[config.mk]
export PLATFORM = sky130hd
export DESIGN_NAME = riscv_if_fetch
export DESIGN_NICKNAME = d
export VERILOG_FILES = /design/src/rtl/riscv_if_fetch_pkg.sv /design/src/rtl/riscv_if_fetch_skid.sv /design/src/rtl/riscv_if_fetch.sv
export SDC_FILE = /design/constraint.sdc
export NUM_CORES = 1
export LEC_CHECK = 0
export ABC_AREA = 1
export BUFFER_PORTS_ARGS = -buffer_cell sky130_fd_sc_hd__clkbuf_2
export CAP_MARGIN = 25
export CORE_MARGIN = 2
export CORE_UTILIZATION = 51
export DETAILED_ROUTE_END_ITERATION = 7
export PLACE_DENSITY_LB_ADDON = 0.15
export SYNTH_ARGS = -nofsm -noshare
export SYNTH_HDL_FRONTEND = slang
export SYNTH_SLANG_ARGS = --single-unit
export TNS_END_PERCENT = 50
[constraint.sdc]
create_clock -name clk -period 5.9 [get_ports clk]
set_input_delay 0.59 -clock clk [delete_from_list [all_inputs] [get_ports clk]]
set_output_delay 0.59 -clock clk [all_outputs]
set_load 0.005 [all_outputs]
[src/rtl/riscv_if_fetch_pkg.sv]
// Shared constants, FSM encoding and PC helper for the instruction-fetch stage.
package riscv_if_fetch_pkg;

   localparam logic [31:0] ZERO_WORD = 32'h0000_0000;
   localparam logic [31:0] NOP_INST  = 32'h0000_0013;
   localparam logic [31:0] PC_STEP   = 32'h0000_0004;

   localparam int STALL_IF = 0;
   localparam int STALL_ID = 1;

   typedef enum logic [0:0] {
      FETCH_IDLE = 1'b0,
      FETCH_WAIT = 1'b1
   } fetch_state_e;

   // Sequential fetch address; wraps silently at 2^32.
   function automatic logic [31:0] pc_incr(input logic [31:0] pc);
      return pc + PC_STEP;
   endfunction

endpackage

[src/rtl/riscv_if_fetch_skid.sv]
// One-entry {pc, inst} holding buffer used when ID refuses a returned instruction.
module riscv_if_fetch_skid
   import riscv_if_fetch_pkg::*;
(
   input  logic        clk,
   input  logic        rst,
   input  logic        i_load,
   input  logic        i_unload,
   input  logic        i_clear,
   input  logic [31:0] i_pc,
   input  logic [31:0] i_inst,
   output logic        o_valid,
   output logic [31:0] o_pc,
   output logic [31:0] o_inst
);

   logic        r_valid;
   logic [31:0] r_pc;
   logic [31:0] r_inst;

   // Clear beats load so a branch always flushes; load beats unload so a swap keeps the entry full.
   always_ff @(posedge clk or posedge rst) begin
      if (rst) begin
         r_valid <= 1'b0;
         r_pc    <= ZERO_WORD;
         r_inst  <= NOP_INST;
      end else if (i_clear) begin
         r_valid <= 1'b0;
      end else if (i_load) begin
         r_valid <= 1'b1;
         r_pc    <= i_pc;
         r_inst  <= i_inst;
      end else if (i_unload) begin
         r_valid <= 1'b0;
      end else begin
         r_valid <= r_valid;
      end
   end

   assign o_valid = r_valid;
   assign o_pc    = r_pc;
   assign o_inst  = r_inst;

endmodule

[src/rtl/riscv_if_fetch.sv]
// Instruction-fetch stage: PC, req/ack fetch FSM, one-entry skid and the IF/ID pipeline register.
module riscv_if_fetch
   import riscv_if_fetch_pkg::*;
#(
   parameter logic [31:0] RESET_PC = 32'h0000_0000
)
(
   input  logic        clk,
   input  logic        rst,
   input  logic [4:0]  stall_i,
   input  logic        br_i,
   input  logic [31:0] br_target_i,
   output logic        inst_req_o,
   output logic [31:0] inst_addr_o,
   input  logic        inst_ack_i,
   input  logic [31:0] inst_rdata_i,
   output logic        inst_busy_o,
   output logic [31:0] id_pc_o,
   output logic [31:0] id_inst_o,
   output logic        id_valid_o
);

   fetch_state_e r_state, w_state_n;
   logic [31:0]  r_pc, w_pc_n;
   logic [31:0]  r_addr, w_addr_n;
   logic         r_req, w_req_n;
   logic         r_discard, w_discard_n;
   logic [31:0]  r_id_pc, w_id_pc_n;
   logic [31:0]  r_id_inst, w_id_inst_n;
   logic         r_id_valid, w_id_valid_n;

   logic         w_stall_if, w_stall_id;
   logic         w_ack, w_ack_keep;
   logic         w_skid_valid, w_skid_load, w_skid_unload, w_skid_clear, w_skid_full_n;
   logic [31:0]  w_skid_pc, w_skid_inst;
   logic         w_unused_stall;

   assign w_stall_if     = stall_i[STALL_IF];
   assign w_stall_id     = stall_i[STALL_ID];
   assign w_unused_stall = ^stall_i[4:2];
   assign w_ack          = (r_state == FETCH_WAIT) && inst_ack_i;
   assign w_ack_keep     = w_ack && !r_discard;

   riscv_if_fetch_skid u_skid (
      .clk      (clk),
      .rst      (rst),
      .i_load   (w_skid_load),
      .i_unload (w_skid_unload),
      .i_clear  (w_skid_clear),
      .i_pc     (r_addr),
      .i_inst   (inst_rdata_i),
      .o_valid  (w_skid_valid),
      .o_pc     (w_skid_pc),
      .o_inst   (w_skid_inst)
   );

   // Next-state, fetch-request and IF/ID update; a branch overrides every stall.
   always_comb begin
      w_state_n     = r_state;
      w_pc_n        = r_pc;
      w_addr_n      = r_addr;
      w_req_n       = r_req;
      w_discard_n   = r_discard;
      w_id_pc_n     = r_id_pc;
      w_id_inst_n   = r_id_inst;
      w_id_valid_n  = r_id_valid;
      w_skid_load   = 1'b0;
      w_skid_unload = 1'b0;
      w_skid_clear  = 1'b0;
      w_skid_full_n = w_skid_valid;

      if (br_i) begin
         w_pc_n        = br_target_i;
         w_skid_clear  = 1'b1;
         w_skid_full_n = 1'b0;
         w_id_pc_n     = ZERO_WORD;
         w_id_inst_n   = NOP_INST;
         w_id_valid_n  = 1'b0;
         if (r_state == FETCH_WAIT) begin
            if (w_ack) begin
               w_state_n   = FETCH_IDLE;
               w_req_n     = 1'b0;
               w_discard_n = 1'b0;
            end else begin
               // The outstanding fetch cannot be cancelled on the bus, so its data is dropped later.
               w_discard_n = 1'b1;
            end
         end else begin
            w_state_n = FETCH_IDLE;
         end
      end else begin
         if (!w_stall_id) begin
            if (w_skid_valid) begin
               w_id_pc_n     = w_skid_pc;
               w_id_inst_n   = w_skid_inst;
               w_id_valid_n  = 1'b1;
               w_skid_unload = 1'b1;
            end else if (w_ack_keep) begin
               w_id_pc_n    = r_addr;
               w_id_inst_n  = inst_rdata_i;
               w_id_valid_n = 1'b1;
            end else begin
               w_id_pc_n    = ZERO_WORD;
               w_id_inst_n  = NOP_INST;
               w_id_valid_n = 1'b0;
            end
         end else begin
            w_id_valid_n = r_id_valid;
         end

         w_skid_load   = w_ack_keep && (w_stall_id || w_skid_valid);
         w_skid_full_n = w_skid_load || (w_skid_valid && !w_skid_unload);

         case (r_state)
            FETCH_IDLE: begin
               if (!w_stall_if && !w_skid_valid) begin
                  w_state_n = FETCH_WAIT;
                  w_req_n   = 1'b1;
                  w_addr_n  = r_pc;
               end else begin
                  w_state_n = FETCH_IDLE;
               end
            end
            FETCH_WAIT: begin
               if (w_ack && r_discard) begin
                  w_state_n   = FETCH_IDLE;
                  w_req_n     = 1'b0;
                  w_discard_n = 1'b0;
               end else if (w_ack) begin
                  w_pc_n = pc_incr(r_pc);
                  if (!w_stall_if && !w_skid_full_n) begin
                     w_addr_n = pc_incr(r_pc);
                  end else begin
                     w_state_n = FETCH_IDLE;
                     w_req_n   = 1'b0;
                  end
               end else begin
                  w_state_n = FETCH_WAIT;
               end
            end
            default: begin
               w_state_n = FETCH_IDLE;
               w_req_n   = 1'b0;
            end
         endcase
      end
   end

   // FSM state and fetch-side registers.
   always_ff @(posedge clk or posedge rst) begin
      if (rst) begin
         r_state   <= FETCH_IDLE;
         r_pc      <= RESET_PC;
         r_addr    <= ZERO_WORD;
         r_req     <= 1'b0;
         r_discard <= 1'b0;
      end else begin
         r_state   <= w_state_n;
         r_pc      <= w_pc_n;
         r_addr    <= w_addr_n;
         r_req     <= w_req_n;
         r_discard <= w_discard_n;
      end
   end

   // IF/ID pipeline register.
   always_ff @(posedge clk or posedge rst) begin
      if (rst) begin
         r_id_pc    <= ZERO_WORD;
         r_id_inst  <= NOP_INST;
         r_id_valid <= 1'b0;
      end else begin
         r_id_pc    <= w_id_pc_n;
         r_id_inst  <= w_id_inst_n;
         r_id_valid <= w_id_valid_n;
      end
   end

   assign inst_req_o  = r_req;
   assign inst_addr_o = r_addr;
   assign inst_busy_o = (r_state == FETCH_WAIT) && !inst_ack_i;
   assign id_pc_o     = r_id_pc;
   assign id_inst_o   = r_id_inst;
   assign id_valid_o  = r_id_valid;

endmodule

==> reports/summary.log <==
qor: status.status finished clean
qor: clock_tree.post_cts_sizing 0
qor: placement.placed_cells_incl_taps 1537
qor: grt.grt_first_pass_wirelength 39700 µm
qor: setup_path.worstPathRequired 6.19 ns
qor: clock_tree.clk_pin_slew 0.07 ns
qor: synthesis.synth_seq_area_share 51.5%
qor: clock_tree.post_cts_hold_buffer_count 0
qor: power.power.density_cell_area 372 mW/mm²
qor: synthesis.async_flop_share 100%
qor: die.design.portCount 172
qor: grt.first_global_vias 7568
qor: placement.place_area 0.0105 mm²
qor: clock_tree.cts.htree.levels 4
qor: setup_path.rr_startpoint r_state
qor: placement.placement.io_buffers 168
qor: hold_path.holdCritPathClass primary input to asynchronous set/reset pin
qor: clock_tree.tritoncts.num_buffers 17
qor: timing.slew_viols_final 0
qor: timing.clock-skew-final 0.0104 ns
qor: setup_path.cp_data_arrival_time 3.85 ns
qor: synthesis.yosys_most_used_dff sky130_fd_sc_hd__dfrtp_1
qor: drt.antenna_violating_nets_post_route 0
qor: die.floorplan.die.height 141 µm
qor: grt.gr-total-overflow 0
qor: timing.setup_viol 0
qor: setup_path.critical_path.max_fanout 74
qor: timing.relSlewSlack 35.0%
qor: synthesis.syn-num-nets 1268
qor: grt.grt_antenna_before_repair 0
qor: power.leakagePower 0.00567 µW
qor: clock_tree.cts_tree built
qor: timing.tightest_slew 0.974 ns
qor: drt.number_of_design_rule_violations_left_after_detail_routing 0
qor: clock_tree.clock_insertion_delay_worst_skew 0.43 ns
qor: final_layout.nNetsFinal 1398
qor: final_layout.stdcell_count 1571
qor: power.ir_drop 0.231 mV
qor: timing.rsz_0062_raised_after_global_routing false
qor: timing.layout_min_cycle_time 3.56 ns
qor: die.dieArea 0.0199 mm²
qor: die.chipWidth 141 µm
qor: synthesis.post_synth_num_cell_types 39
qor: setup_path.critical_path.endpoint_type flop
qor: setup_path.setup.reg_to_reg.worst_slack 2.34 ns
qor: drt.via_count 8208
qor: setup_path.startpoint r_state
qor: clock_tree.post-cts-setup-buffer-count 0
qor: synthesis.synth.ff_latch_count 197
qor: timing.post_route_setup_tns 0 ns
qor: timing.clock.fmax 281 MHz
qor: final_layout.post_layout_instance_area 0.0111 mm²
qor: drt.detail_route.wl_per_cell 15.4 µm
qor: grt.grtUsageTotal 24.9%
qor: drt.detail_route.wirelength 24200 µm
qor: drt.drt_pass1_iterations 6
qor: final_layout.antenna_diode_count 0
qor: clock_tree.clk_path_buf_depth 2
qor: synthesis.number_of_instances_in_the_synthesized_netlist 1194
qor: synthesis.mappedNetlistArea 0.00959 mm²
qor: final_layout.drive_above_1_share 18.2%
qor: drt.drt-initial-drc-count 508
qor: synthesis.synth_enable_flop_cells 0
qor: synthesis.syn_avg_cell_area 8.03 µm²
qor: timing.final.period_utilization 60.3%
qor: final_layout.layout.filler_cells 1729
qor: die.floorplan.initialDensity 51.6%
qor: placement.hpwl_reported_at_the_end_of_detailed_placement 16100 µm
qor: job.number_of_max_capacitance_violations_reported 0
qor: setup_path.setup.worst_path.start_class flop
qor: placement.routabilityCongestion 0.911
qor: die.core-area 0.0186 mm²
qor: setup_path.type_of_the_worst_setup_path flop to flop
qor: die.placement_rows 50
qor: clock_tree.cts_sinks 197
qor: timing.final_hold_viol_count 0
qor: synthesis.synth_warn 0
qor: grt.grt_max_degree 107
qor: final_layout.syn_to_final_growth 15.9%
qor: drt.post_drt_via_cell_ratio 5.22
qor: clock_tree.cts-root-buf sky130_fd_sc_hd__clkbuf_16
## cell usage after synthesis, types with 2 or more instances
cell                       count  share of area, %
sky130_fd_sc_hd__buf_1         9              0.35
sky130_fd_sc_hd__nand3_1     114               5.9
sky130_fd_sc_hd__a21oi_1      19              0.99
sky130_fd_sc_hd__o21ai_0     107               5.6
sky130_fd_sc_hd__clkbuf_1     43               1.7
sky130_fd_sc_hd__dfrtp_1     191                50
sky130_fd_sc_hd__inv_2         3              0.12
sky130_fd_sc_hd__o21ai_1      36               1.9
sky130_fd_sc_hd__a31oi_1       3              0.20
sky130_fd_sc_hd__dfstp_2       6               1.6
sky130_fd_sc_hd__nand2_1     342                13
sky130_fd_sc_hd__a22oi_1      33               2.6
sky130_fd_sc_hd__inv_1        87               3.4
sky130_fd_sc_hd__buf_4         3              0.23
sky130_fd_sc_hd__o221ai_1      3              0.27
sky130_fd_sc_hd__o211ai_1     11              0.86
sky130_fd_sc_hd__nand2_4       2              0.23
sky130_fd_sc_hd__mux2i_1      11               1.1
sky130_fd_sc_hd__nand3b_1     10              0.78
sky130_fd_sc_hd__buf_6         2              0.23
sky130_fd_sc_hd__mux2_4       11               1.7
sky130_fd_sc_hd__nor2_1      117               4.6
sky130_fd_sc_hd__xor2_1        5              0.46
sky130_fd_sc_hd__buf_2        11              0.57
## metal layers
layer / track usage, % / routed length, µm
met5: 0 / 0
met4: 6.42 / 365
met3: 3.33 / 923
met2: 39.7 / 11300
met1: 36.3 / 11600
## sequential cells by signal, summed over array words and instances, names as in the netlist
signal	cells
r_pc	32
u_skid.o_pc	32
inst_addr_o	32
r_discard	1
inst_req_o	1
id_valid_o	1
id_pc_o	32
u_skid.o_inst	32
r_state	1
u_skid.o_valid	1
id_inst_o	32
## through the flow
| stage | setup WS [ns] | hold WS (ns) | total power (µW) | utilization, % |
|---|---|---|---|---|
| finish | 2.34 | 0.310 | 4130 | 59.8 |
| global route | 2.02 | 0.364 | 4400 | 59.8 |
| CTS | 2.33 | 0.337 | 4160 | 59.6 |
| detailed placement | 2.35 | 0.467 | 3020 | 56.6 |
| global placement | 2.36 | 0.458 | 2980 | 56.6 |
| floorplan | 2.77 | 0.442 | 2620 | - |
## cell families after synthesis
logic type | count (synthesis) | synth area share, %
simple gates | 593 | 25.7
compound gates | 215 | 12.6
flops | 197 | 51.5
buf+inv | 160 | 6.69
mux | 22 | 2.87
xor+xnor | 6 | 0.548
fa+ha+maj | 1 | 0.130
## final timing paths
| check | to | depth (start not counted) |
|---|---|---|
| hold / removal | u_skid.o_inst[29] | 2 |
| setup reg to reg | u_skid.o_pc[12] | 9 |
| setup / recovery | u_skid.o_pc[12] | 9 |
| hold reg to reg | u_skid.o_inst[4] | 2 |
| min in group clk | r_pc[10] | 3 |
| max in group asynchronous | r_pc[20] | 3 |
## layout make-up
class | instances | area, µm² | area share (%)
Multi-Input combinational cell | 837 | 4010 | 36.1
Sequential cell | 197 | 4940 | 44.5
Inverter | 91 | 345 | 3.11
Clock inverter | 14 | 141 | 1.27
Clock buffer | 18 | 429 | 3.86
Timing Repair Buffer | 180 | 951 | 8.56
Tap cell | 234 | 293 | 2.63
## where the power goes
group          switching (µW)  leakage [µW]  internal [µW]
clock                     538      0.000277            596
combinational             592       0.00285            417
sequential                271       0.00254           1720
## cell usage in the layout (no fill, tap or decap), types with 11 or more instances in the layout
cell	instances
sky130_fd_sc_hd__o21ai_1	36
sky130_fd_sc_hd__dfrtp_1	190
sky130_fd_sc_hd__nand2_1	342
sky130_fd_sc_hd__nand3_1	114
sky130_fd_sc_hd__inv_1	86
sky130_fd_sc_hd__o211ai_1	11
sky130_fd_sc_hd__nor2_1	116
sky130_fd_sc_hd__clkbuf_2	168
sky130_fd_sc_hd__a22oi_1	33
sky130_fd_sc_hd__mux2_4	11
sky130_fd_sc_hd__o21ai_0	107
sky130_fd_sc_hd__mux2i_1	11
sky130_fd_sc_hd__clkbuf_16	17
sky130_fd_sc_hd__a21oi_1	19
## critical path, cell delays in order (launching register included)
cell,delay (ns)
sky130_fd_sc_hd__dfrtp_1,0.33
sky130_fd_sc_hd__buf_4,0.39
sky130_fd_sc_hd__nand2_2,0.23
sky130_fd_sc_hd__nor2_8,0.51
sky130_fd_sc_hd__nand2_4,0.21
sky130_fd_sc_hd__inv_2,0.43
sky130_fd_sc_hd__nand2_4,0.56
sky130_fd_sc_hd__buf_4,0.49
sky130_fd_sc_hd__nand2_1,0.10
sky130_fd_sc_hd__o21ai_0,0.09
Note: power is estimated with default switching activity, not from simulation.
